**src/rtl/fetch_pkg.sv**
```systemverilog
`default_nettype none
// +-----------------------------------------------------------------+
// | fetch_pkg : shared types and constants for the fetch stage      |
// | Rev 1.0                                                         |
// +-----------------------------------------------------------------+
package fetch_pkg;

  typedef enum logic [1:0] {
    S_REQ  = 2'd0,
    S_WAIT = 2'd1,
    S_DROP = 2'd2
  } fetch_state_t;

  localparam int unsigned PC_INCREMENT        = 4;
  localparam int          DEFAULT_INSTR_WIDTH = 32;

endpackage
`default_nettype wire

```
**src/rtl/fetch_queue.sv**
```systemverilog
`default_nettype none
// +-----------------------------------------------------------------+
// | fetch_queue : 2-entry FIFO of {instr, pc}; flush beats push     |
// | Rev 1.0                                                         |
// +-----------------------------------------------------------------+
module fetch_queue
  import fetch_pkg::*;
#(
  parameter int BITS_SIZE   = 32,
  parameter int INSTR_WIDTH = DEFAULT_INSTR_WIDTH,
  localparam int ENTRY_W    = INSTR_WIDTH + BITS_SIZE
) (
  input  logic               clk,
  input  logic               rst,
  input  logic               push,
  input  logic [ENTRY_W-1:0] push_data,
  input  logic               pop,
  input  logic               flush,
  output logic [1:0]         count,
  output logic [ENTRY_W-1:0] head
);

  logic [1:0]         count_q, count_d;
  logic [ENTRY_W-1:0] e0_q, e0_d;
  logic [ENTRY_W-1:0] e1_q, e1_d;
  logic               do_pop;

  always_comb begin
    count_d = count_q;
    e0_d    = e0_q;
    e1_d    = e1_q;
    do_pop  = pop && (count_q != 2'd0);
    if (flush) begin
      count_d = 2'd0;
    end else begin
      case ({push, do_pop})
        2'b11: begin
          if (count_q == 2'd1) begin
            e0_d = push_data;
          end else begin
            e0_d = e1_q;
            e1_d = push_data;
          end
        end
        2'b10: begin
          if (count_q == 2'd0) begin
            e0_d    = push_data;
            count_d = 2'd1;
          end else if (count_q == 2'd1) begin
            e1_d    = push_data;
            count_d = 2'd2;
          end
        end
        2'b01: begin
          e0_d    = e1_q;
          count_d = count_q - 2'd1;
        end
        default: ;
      endcase
    end
  end

  always_ff @(posedge clk) begin
    if (rst) begin
      count_q <= 2'd0;
      e0_q    <= '0;
      e1_q    <= '0;
    end else begin
      count_q <= count_d;
      e0_q    <= e0_d;
      e1_q    <= e1_d;
    end
  end

  assign count = count_q;
  assign head  = e0_q;

endmodule
`default_nettype wire

```
**src/rtl/fetch_unit.sv**
```systemverilog
`default_nettype none
// +-----------------------------------------------------------------+
// | fetch_unit : single-outstanding instruction fetch with redirect |
// | Rev 1.0                                                         |
// +-----------------------------------------------------------------+
module fetch_unit
  import fetch_pkg::*;
#(
  parameter int BITS_SIZE   = 32,
  parameter int INSTR_WIDTH = DEFAULT_INSTR_WIDTH
) (
  input  logic                   Clk,
  input  logic                   Reset,
  input  logic [BITS_SIZE-1:0]   PCResult,
  output logic [BITS_SIZE-1:0]   PCNext,
  input  logic                   Redirect,
  input  logic [BITS_SIZE-1:0]   RedirectTarget,
  output logic                   IMemReq,
  output logic [BITS_SIZE-1:0]   IMemAddr,
  input  logic                   IMemGnt,
  input  logic                   IMemRValid,
  input  logic [INSTR_WIDTH-1:0] IMemRData,
  output logic                   InstrValid,
  output logic [INSTR_WIDTH-1:0] Instr,
  output logic [BITS_SIZE-1:0]   InstrPC,
  input  logic                   InstrReady
);

  localparam int ENTRY_W = INSTR_WIDTH + BITS_SIZE;

  fetch_state_t         state_q, state_d;
  logic [BITS_SIZE-1:0] pending_pc_q, pending_pc_d;
  logic [1:0]           q_count;
  logic [ENTRY_W-1:0]   q_head;
  logic                 grant;
  logic                 push;
  logic                 pop;
  logic [BITS_SIZE-1:0] redirect_pc;

  always_comb begin
    redirect_pc = RedirectTarget & ~BITS_SIZE'(3);
    IMemReq     = !Reset && !Redirect && (state_q == S_REQ) && (q_count < 2'd2);
    IMemAddr    = PCResult;
    grant       = IMemReq && IMemGnt;
    push        = !Reset && !Redirect && (state_q == S_WAIT) && IMemRValid;
    pop         = InstrValid && InstrReady;

    if (Reset) begin
      PCNext = PCResult;
    end else if (Redirect) begin
      PCNext = redirect_pc;
    end else if (grant) begin
      PCNext = PCResult + BITS_SIZE'(PC_INCREMENT);
    end else begin
      PCNext = PCResult;
    end
  end

  // A response arriving with a redirect closes the outstanding request,
  // so there is nothing left to drop and the FSM returns to S_REQ.
  always_comb begin
    state_d      = state_q;
    pending_pc_d = pending_pc_q;
    case (state_q)
      S_REQ: begin
        if (grant) begin
          state_d      = S_WAIT;
          pending_pc_d = PCResult;
        end
      end
      S_WAIT: begin
        if (IMemRValid) begin
          state_d = S_REQ;
        end else if (Redirect) begin
          state_d = S_DROP;
        end
      end
      S_DROP: begin
        if (IMemRValid) begin
          state_d = S_REQ;
        end
      end
      default: state_d = S_REQ;
    endcase
  end

  always_ff @(posedge Clk) begin
    if (Reset) begin
      state_q      <= S_REQ;
      pending_pc_q <= '0;
    end else begin
      state_q      <= state_d;
      pending_pc_q <= pending_pc_d;
    end
  end

  fetch_queue #(
    .BITS_SIZE   (BITS_SIZE),
    .INSTR_WIDTH (INSTR_WIDTH)
  ) u_queue (
    .clk       (Clk),
    .rst       (Reset),
    .push      (push),
    .push_data ({IMemRData, pending_pc_q}),
    .pop       (pop),
    .flush     (Redirect),
    .count     (q_count),
    .head      (q_head)
  );

  assign InstrValid = (q_count != 2'd0);
  assign Instr      = q_head[ENTRY_W-1:BITS_SIZE];
  assign InstrPC    = q_head[BITS_SIZE-1:0];

endmodule
`default_nettype wire

```
**config.mk**
```make
export PLATFORM = sky130hd
export DESIGN_NAME = fetch_unit
export DESIGN_NICKNAME = d
export VERILOG_FILES = /design/src/rtl/fetch_pkg.sv /design/src/rtl/fetch_queue.sv /design/src/rtl/fetch_unit.sv
export SDC_FILE = /design/constraint.sdc
export NUM_CORES = 1
export LEC_CHECK = 0
export ABC_AREA = 1
export BUFFER_PORTS_ARGS = -buffer_cell sky130_fd_sc_hd__clkbuf_2
export CORE_UTILIZATION = 25
export DETAILED_ROUTE_END_ITERATION = 12
export GPL_TIMING_DRIVEN = 1
export PLACE_DENSITY = 0.5
export SETUP_SLACK_MARGIN = 0.05
export SYNTH_ARGS = -nofsm -noshare
export SYNTH_HDL_FRONTEND = slang
export SYNTH_SLANG_ARGS = --single-unit
export TNS_END_PERCENT = 100
```
**constraint.sdc**
```tcl
create_clock -name Clk -period 5.58 [get_ports Clk]
set_clock_uncertainty 0.15 [all_clocks]
set_input_delay 0.279 -clock Clk [delete_from_list [all_inputs] [get_ports Clk]]
set_output_delay 0.279 -clock Clk [all_outputs]
set_load 0.005 [all_outputs]
```
==> impl_metrics.toml, run 1 <==
[sta]
slew_violations = 0
rsz0062_at_grt = "no"
worst_slew_pin_slew_ps = 926
setup_tns_ps = 0
hold_ws_ps = 23.5
hold_viol_final = 0
min_period_over_period = 0.696
slew-limit-headroom = 0.381
min_period_ps = 3890
setup_viol_count_final = 0
max_clock_freq_mhz = 257

[yosys]
syn_avg_cell_area_um2 = 6.57
syn_area_mm2 = 0.0102
synth_cell_type_count = 36
yosysWarnings = 0
ys_seq_area_frac = 0.321
syn_inst = 1554
ys_ff_latch = 164
syn-num-nets = 1662

[setup_path]
crit_path_frequent_cell = "buf_4"
reg2reg_depth = 12
rrSetupSlack_ps = 1730
rr_startpoint = "u_queue.count[0]"
worst-path-stages = 13
crit_slowest_cell = "buf_4"
crit_buf_inv = 5
path_class = "primary input to flip-flop"
crit_path_start_kind = "primary input"
path_delay_family = "buffers and inverters"
path_max_fanout = 75
critPathArrivalTime_ps = 4040
path_cells = "clkbuf_2 -> nor2_4 -> buf_4 -> inv_1 -> nor3_1 -> ha_2 -> buf_4 -> nand2_1 -> nand2_1 -> nand2_4 -> buf_4 -> a211oi_1 -> a211oi_1"
crit_path_end = "u_queue.e1_q[63]"
startpoint = "Redirect"
cp_slowest_stage_delay_ps = 570
r2r_end = "u_queue.e1_q[63]"
end_kind = "flip-flop"
critPathRequiredTime_ps = 5740

[pwr]
ir_drop_v = 0.000218
p_leak_nw = 5.10
power_density_mw_per_mm2 = 228

[global_route]
grt_max_degree = 88
grt_pass1_wl_um = 56000
grt_pass1_vias = 10200
use_met1 = 0.221
use_met3 = 0.0332
antenna_found_initial = 0
gr-total-overflow = 0
grt.busiest_layer = "met2"
grtUsageTotal = 0.170
grt_use_met2 = 0.284

[die]
die_w_um = 204
core_mm2 = 0.0400
dieHeight_um = 204
initial_core_util = 0.255
io_pins = 232
placementRows = 73
die-area_mm2 = 0.0417

[final_layout]
drive_gt1_frac = 0.177
regArea_mm2 = 0.00328
layout_common_cells = "nand2_1, clkbuf_2, inv_1, dfxtp_1, o21ai_0"
num_antenna_cells = 0
final_util = 0.302
final_common_cell = "nand2_1"
area_delta_synth_final_pct = 18.1
multi_input_area_mm2 = 0.00541
fill_cells = 4404
layout.nets = 1779

[clock_tree]
numCtsBuffers = 17
htree_levels = 4
clock-root-buffer = "clkbuf_16"
cts_tree = "done"
clk_latency_ps = 450
cts_sinks = 164
cts.clk_slew.worst_paths_ps = 70
clock_path_buffers = 2

[drt]
drt-total-wl_um = 35300
drc = 0
drt-initial-drc-count = 619
ant_nets = 0
wl_per_cell_um = 16.0
firstDrtPassIters = 8
num_vias = 10800
via_per_inst = 4.89

[status]
status = "complete, no violations"

[run]
drv_cap = 0

[placed_design]
hpwlAfterDp_um = 22600
port_buffers = 229
routabilityCongestion = 0.820

[min_path]
min_path_type = "primary input to flip-flop"
cell type report:
cell class	count	area share
clock buffer	18	0.0356
clock inverter	14	0.0166
inverter	206	0.0645
multi-input combinational	1033	0.448
sequential	164	0.272
tap	525	0.0544
timing repair buffer	249	0.108
through the flow:
step / instances / power (W) / worst slack (ps) / instance area (µm²)
floorplan: 1554 / 0.00137 / 2990 / 10200
global placement: 2173 / 0.00150 / 1300 / 11400
detailed placement: 2173 / 0.00150 / 1230 / 11400
CTS: 2209 / 0.00280 / 1710 / 12100
global route: 2209 / 0.00289 / 1310 / 12100
finish: 2209 / 0.00276 / 1700 / 12100
how the worst min path moves through the flow:
stage,start,end,depth (start not counted),slack (ps)
2_1_floorplan,Redirect,state_q[1],2,300
4_1_cts,IMemRData[25],u_queue.e1_q[57],3,0.6
6_report,IMemRData[0],u_queue.e1_q[32],3,20
3_3_place_gp,u_queue.e1_q[2],u_queue.e1_q[2],2,310
3_5_place_dp,u_queue.e1_q[7],u_queue.e1_q[7],2,320
5_1_grt,IMemRData[25],u_queue.e1_q[57],3,8
flip-flops by register name, summed over array words and instances, names as in the netlist:
name / count
u_queue.count: 2
u_queue.head: 64
pending_pc_q: 32
state_q: 2
u_queue.e1_q: 64
what timing repair did:
item	4_1_cts	5_1_grt
hold endpoints to repair	4	0
buffers inserted	0	0
hold buffers	4	0
resized for setup	0	0
metal layers:
layer  part of all wire  wire length [µm]
met2               0.46             16300
met4              0.013               464
met3              0.052              1840
met5                  0                 0
met1               0.47             16800
power breakdown:
part	internal, W	switching [W]
combinational	0.0000954	0.000180
sequential	0.00119	0.0000102
clock	0.000721	0.000565
total	0.00200	0.000755
kinds of logic after synthesis:
group / share of synthesized area
xor gates and xnor gates: 0.00343
and+or+nand+nor: 0.234
buffers and inverters: 0.152
DFF: 0.321
AOI/OAI and AO/OA: 0.282
adders and majority gates: 0.00735
worst min-delay path, cell delays in order:
cell and delay, ps:
clkbuf_2 100, a21oi_1 120, a221oi_1 70
cells in the mapped netlist:
| cell type | n | area (µm²) |
|---|---|---|
| a211oi_1 | 31 | 233 |
| a21oi_1 | 87 | 435 |
| a21oi_4 | 1 | 16.3 |
| a221oi_1 | 50 | 438 |
| a22o_1 | 1 | 8.76 |
| and3_1 | 1 | 6.26 |
| buf_1 | 17 | 63.8 |
| buf_2 | 33 | 165 |
| buf_4 | 41 | 308 |
| buf_6 | 3 | 33.8 |
| clkbuf_1 | 57 | 214 |
| clkinv_1 | 2 | 7.51 |
| dfxtp_1 | 164 | 3280 |
| ha_1 | 6 | 75.1 |
| inv_1 | 202 | 758 |
| inv_2 | 2 | 7.51 |
| nand2_1 | 366 | 1370 |
| nand2_2 | 2 | 12.5 |
| nand3_1 | 96 | 480 |
| nand4_1 | 9 | 56.3 |
| nand4_2 | 1 | 12.5 |
| nor2_1 | 84 | 315 |
| nor2_2 | 3 | 18.8 |
| nor2_4 | 2 | 22.5 |
| nor3_1 | 9 | 45.0 |
| nor3_2 | 1 | 10.0 |
| nor3_4 | 2 | 32.5 |
| o211a_1 | 50 | 500 |
| o211ai_1 | 3 | 22.5 |
| o21ai_0 | 144 | 721 |
| o21ai_1 | 7 | 35.0 |
| o21bai_1 | 8 | 60.1 |
| o221ai_1 | 1 | 8.76 |
| o22ai_1 | 64 | 400 |
| xnor2_1 | 1 | 8.76 |
| xor2_1 | 3 | 26.3 |
No activity file was read; power rests on OpenSTA's default activity.
==> inputs of run 2 (changes only) <==
==> constraint.sdc (replaced) <==
create_clock -name Clk -period 3.9 [get_ports Clk]
set_clock_uncertainty 0.15 [all_clocks]
set_input_delay 0.195 -clock Clk [delete_from_list [all_inputs] [get_ports Clk]]
set_output_delay 0.195 -clock Clk [all_outputs]
set_load 0.005 [all_outputs]
==> impl_metrics.toml, run 2 (synthesis results as in run 1) <==
[setup_path]
path_max_fanout = 44
rr_startpoint = "state_q[0]"
path_class = "flip-flop to flip-flop"
r2r_end = "u_queue.e1_q[52]"
reg2reg_depth = 12
path_cells = "inv_1 -> nor2_1 -> inv_1 -> nor3_1 -> ha_2 -> inv_4 -> nand2_1 -> nand2_1 -> nand2_4 -> buf_4 -> a21oi_1 -> a221oi_1"
cp_slowest_stage_delay_ps = 420
end_kind = "flip-flop"
crit_slowest_cell = "nand2_4"
critPathRequiredTime_ps = 4100
crit_path_start_kind = "flip-flop"
path_delay_family = "simple AND/OR/NAND/NOR gates"
rrSetupSlack_ps = 840
critPathArrivalTime_ps = 3250
crit_buf_inv = 4

[status]
status = "complete, no violations"

[die]
die_w_um = 204
placementRows = 73
initial_core_util = 0.255
core_mm2 = 0.0400
die-area_mm2 = 0.0417
dieHeight_um = 204
io_pins = 232

[clock_tree]
cts.clk_slew.worst_paths_ps = 70
htree_levels = 4
numCtsBuffers = 17
clk_latency_ps = 450
clock-root-buffer = "clkbuf_16"
cts_sinks = 164
clock_path_buffers = 2
cts_resized = 0
cts_tree = "done"

[sta]
rsz0062_at_grt = "no"
worst_slew_pin_slew_ps = 730
min_period_over_period = 0.784
slew-limit-headroom = 0.514
setup_viol_count_final = 0
min_period_ps = 3060
setup_tns_ps = 0
max_clock_freq_mhz = 327
slew_violations = 0
hold_viol_final = 0

[global_route]
grt_max_degree = 101
grt_pass1_wl_um = 56100
gr-total-overflow = 0
antenna_found_initial = 0
grtUsageTotal = 0.170
grt_pass1_vias = 10500

[drt]
met1_length_um = 16400
drc = 0
firstDrtPassIters = 6
drt-total-wl_um = 35300
ant_nets = 0
wl_met3_um = 2080
via_per_inst = 4.87
top_layer_used = "met4"
dr_wl_met2_um = 16100
num_vias = 11000
wl_per_cell_um = 15.7
drt-initial-drc-count = 735

[placed_design]
routabilityCongestion = 0.832
place_area_mm2 = 0.0115
port_buffers = 229
hpwlAfterDp_um = 23400

[final_layout]
num_antenna_cells = 0
final_common_cell = "nand2_1"
area_delta_synth_final_pct = 21.9
layout_common_cells = "nand2_1, clkbuf_2, inv_1, dfxtp_1, o21ai_0"
design_area_mm2 = 0.0125
drive_gt1_frac = 0.177
layout.nets = 1824
fill_cells = 4395

[min_path]
min_from = "Redirect"
hold_depth = 3
whs_endpoint = "state_q[1]"
min_path_type = "primary input to flip-flop"

[run]
drv_cap = 0

[pwr]
p_sw_w = 0.00108
intPower_w = 0.00269
power_frac_seq = 0.454
switching_share = 0.287
combPwrFrac = 0.113
ir_drop_v = 0.000310
power_density_mw_per_mm2 = 303
p_leak_nw = 5.26
clkPwrFrac = 0.434
-- run 2: per-stage QoR --
stage	hold WS [ps]	std cells	setup WS, ps	utilization	total power, W
finish	16.1	2253	842	0.311	0.00377
global route	28.9	2253	495	0.311	0.00396
CTS	0.132	2253	801	0.311	0.00384
detailed placement	317	2180	723	0.287	0.00214
global placement	312	2180	892	0.287	0.00214
floorplan	212	1554	1390	-	0.00196
-- run 2: layout make-up --
cell class	instances	area [µm²]	area share
Clock buffer	17	425	0.0342
Clock inverter	14	119	0.00954
Inverter	206	778	0.0625
Multi-Input combinational cell	1033	5410	0.435
Sequential cell	164	3280	0.264
Tap cell	525	657	0.0527
Timing Repair Buffer	294	1780	0.143
-- run 2: worst max path at each step --
stage | from | to | cells after the start
CTS | u_queue.count[1] | u_queue.e1_q[52] | 12
floorplan | Reset | u_queue.head[53] | 14
global route | state_q[0] | u_queue.e1_q[52] | 12
detailed placement | Redirect | u_queue.e1_q[52] | 12
finish | state_q[0] | u_queue.e1_q[52] | 12
global placement | Redirect | u_queue.e1_q[61] | 12
-- run 2: tightest hold or removal path: cells and delay by family --
kind / cells / cell delay (ps)
AOI/OAI and AO/OA: 1 / 60
buffers and inverters: 1 / 180
and+or+nand+nor: 1 / 130
-- run 2: power groups by stage --
| stage | Sequential [W] | Clock, W | Combinational (W) |
|---|---|---|---|
| floorplan | 0.00175 | 0 | 0.000212 |
| global placement | 0.00175 | 0 | 0.000390 |
| detailed placement | 0.00175 | 0 | 0.000392 |
| CTS | 0.00171 | 0.00170 | 0.000429 |
| global route | 0.00171 | 0.00178 | 0.000474 |
| finish | 0.00171 | 0.00164 | 0.000425 |
-- run 2: repair_timing --
action | CTS | global route
hold buffers | 42 | 0
endpoints found under the setup margin | 0 | 0
endpoints found under the hold margin | 43 | 0
buffers inserted | 0 | 0
-- run 2: metal layers --
metal  vias up  GRT usage
li1       5523          -
met1      5044      0.219
met2       357      0.283
met3        43     0.0320
met4         0     0.0594
met5         -          0
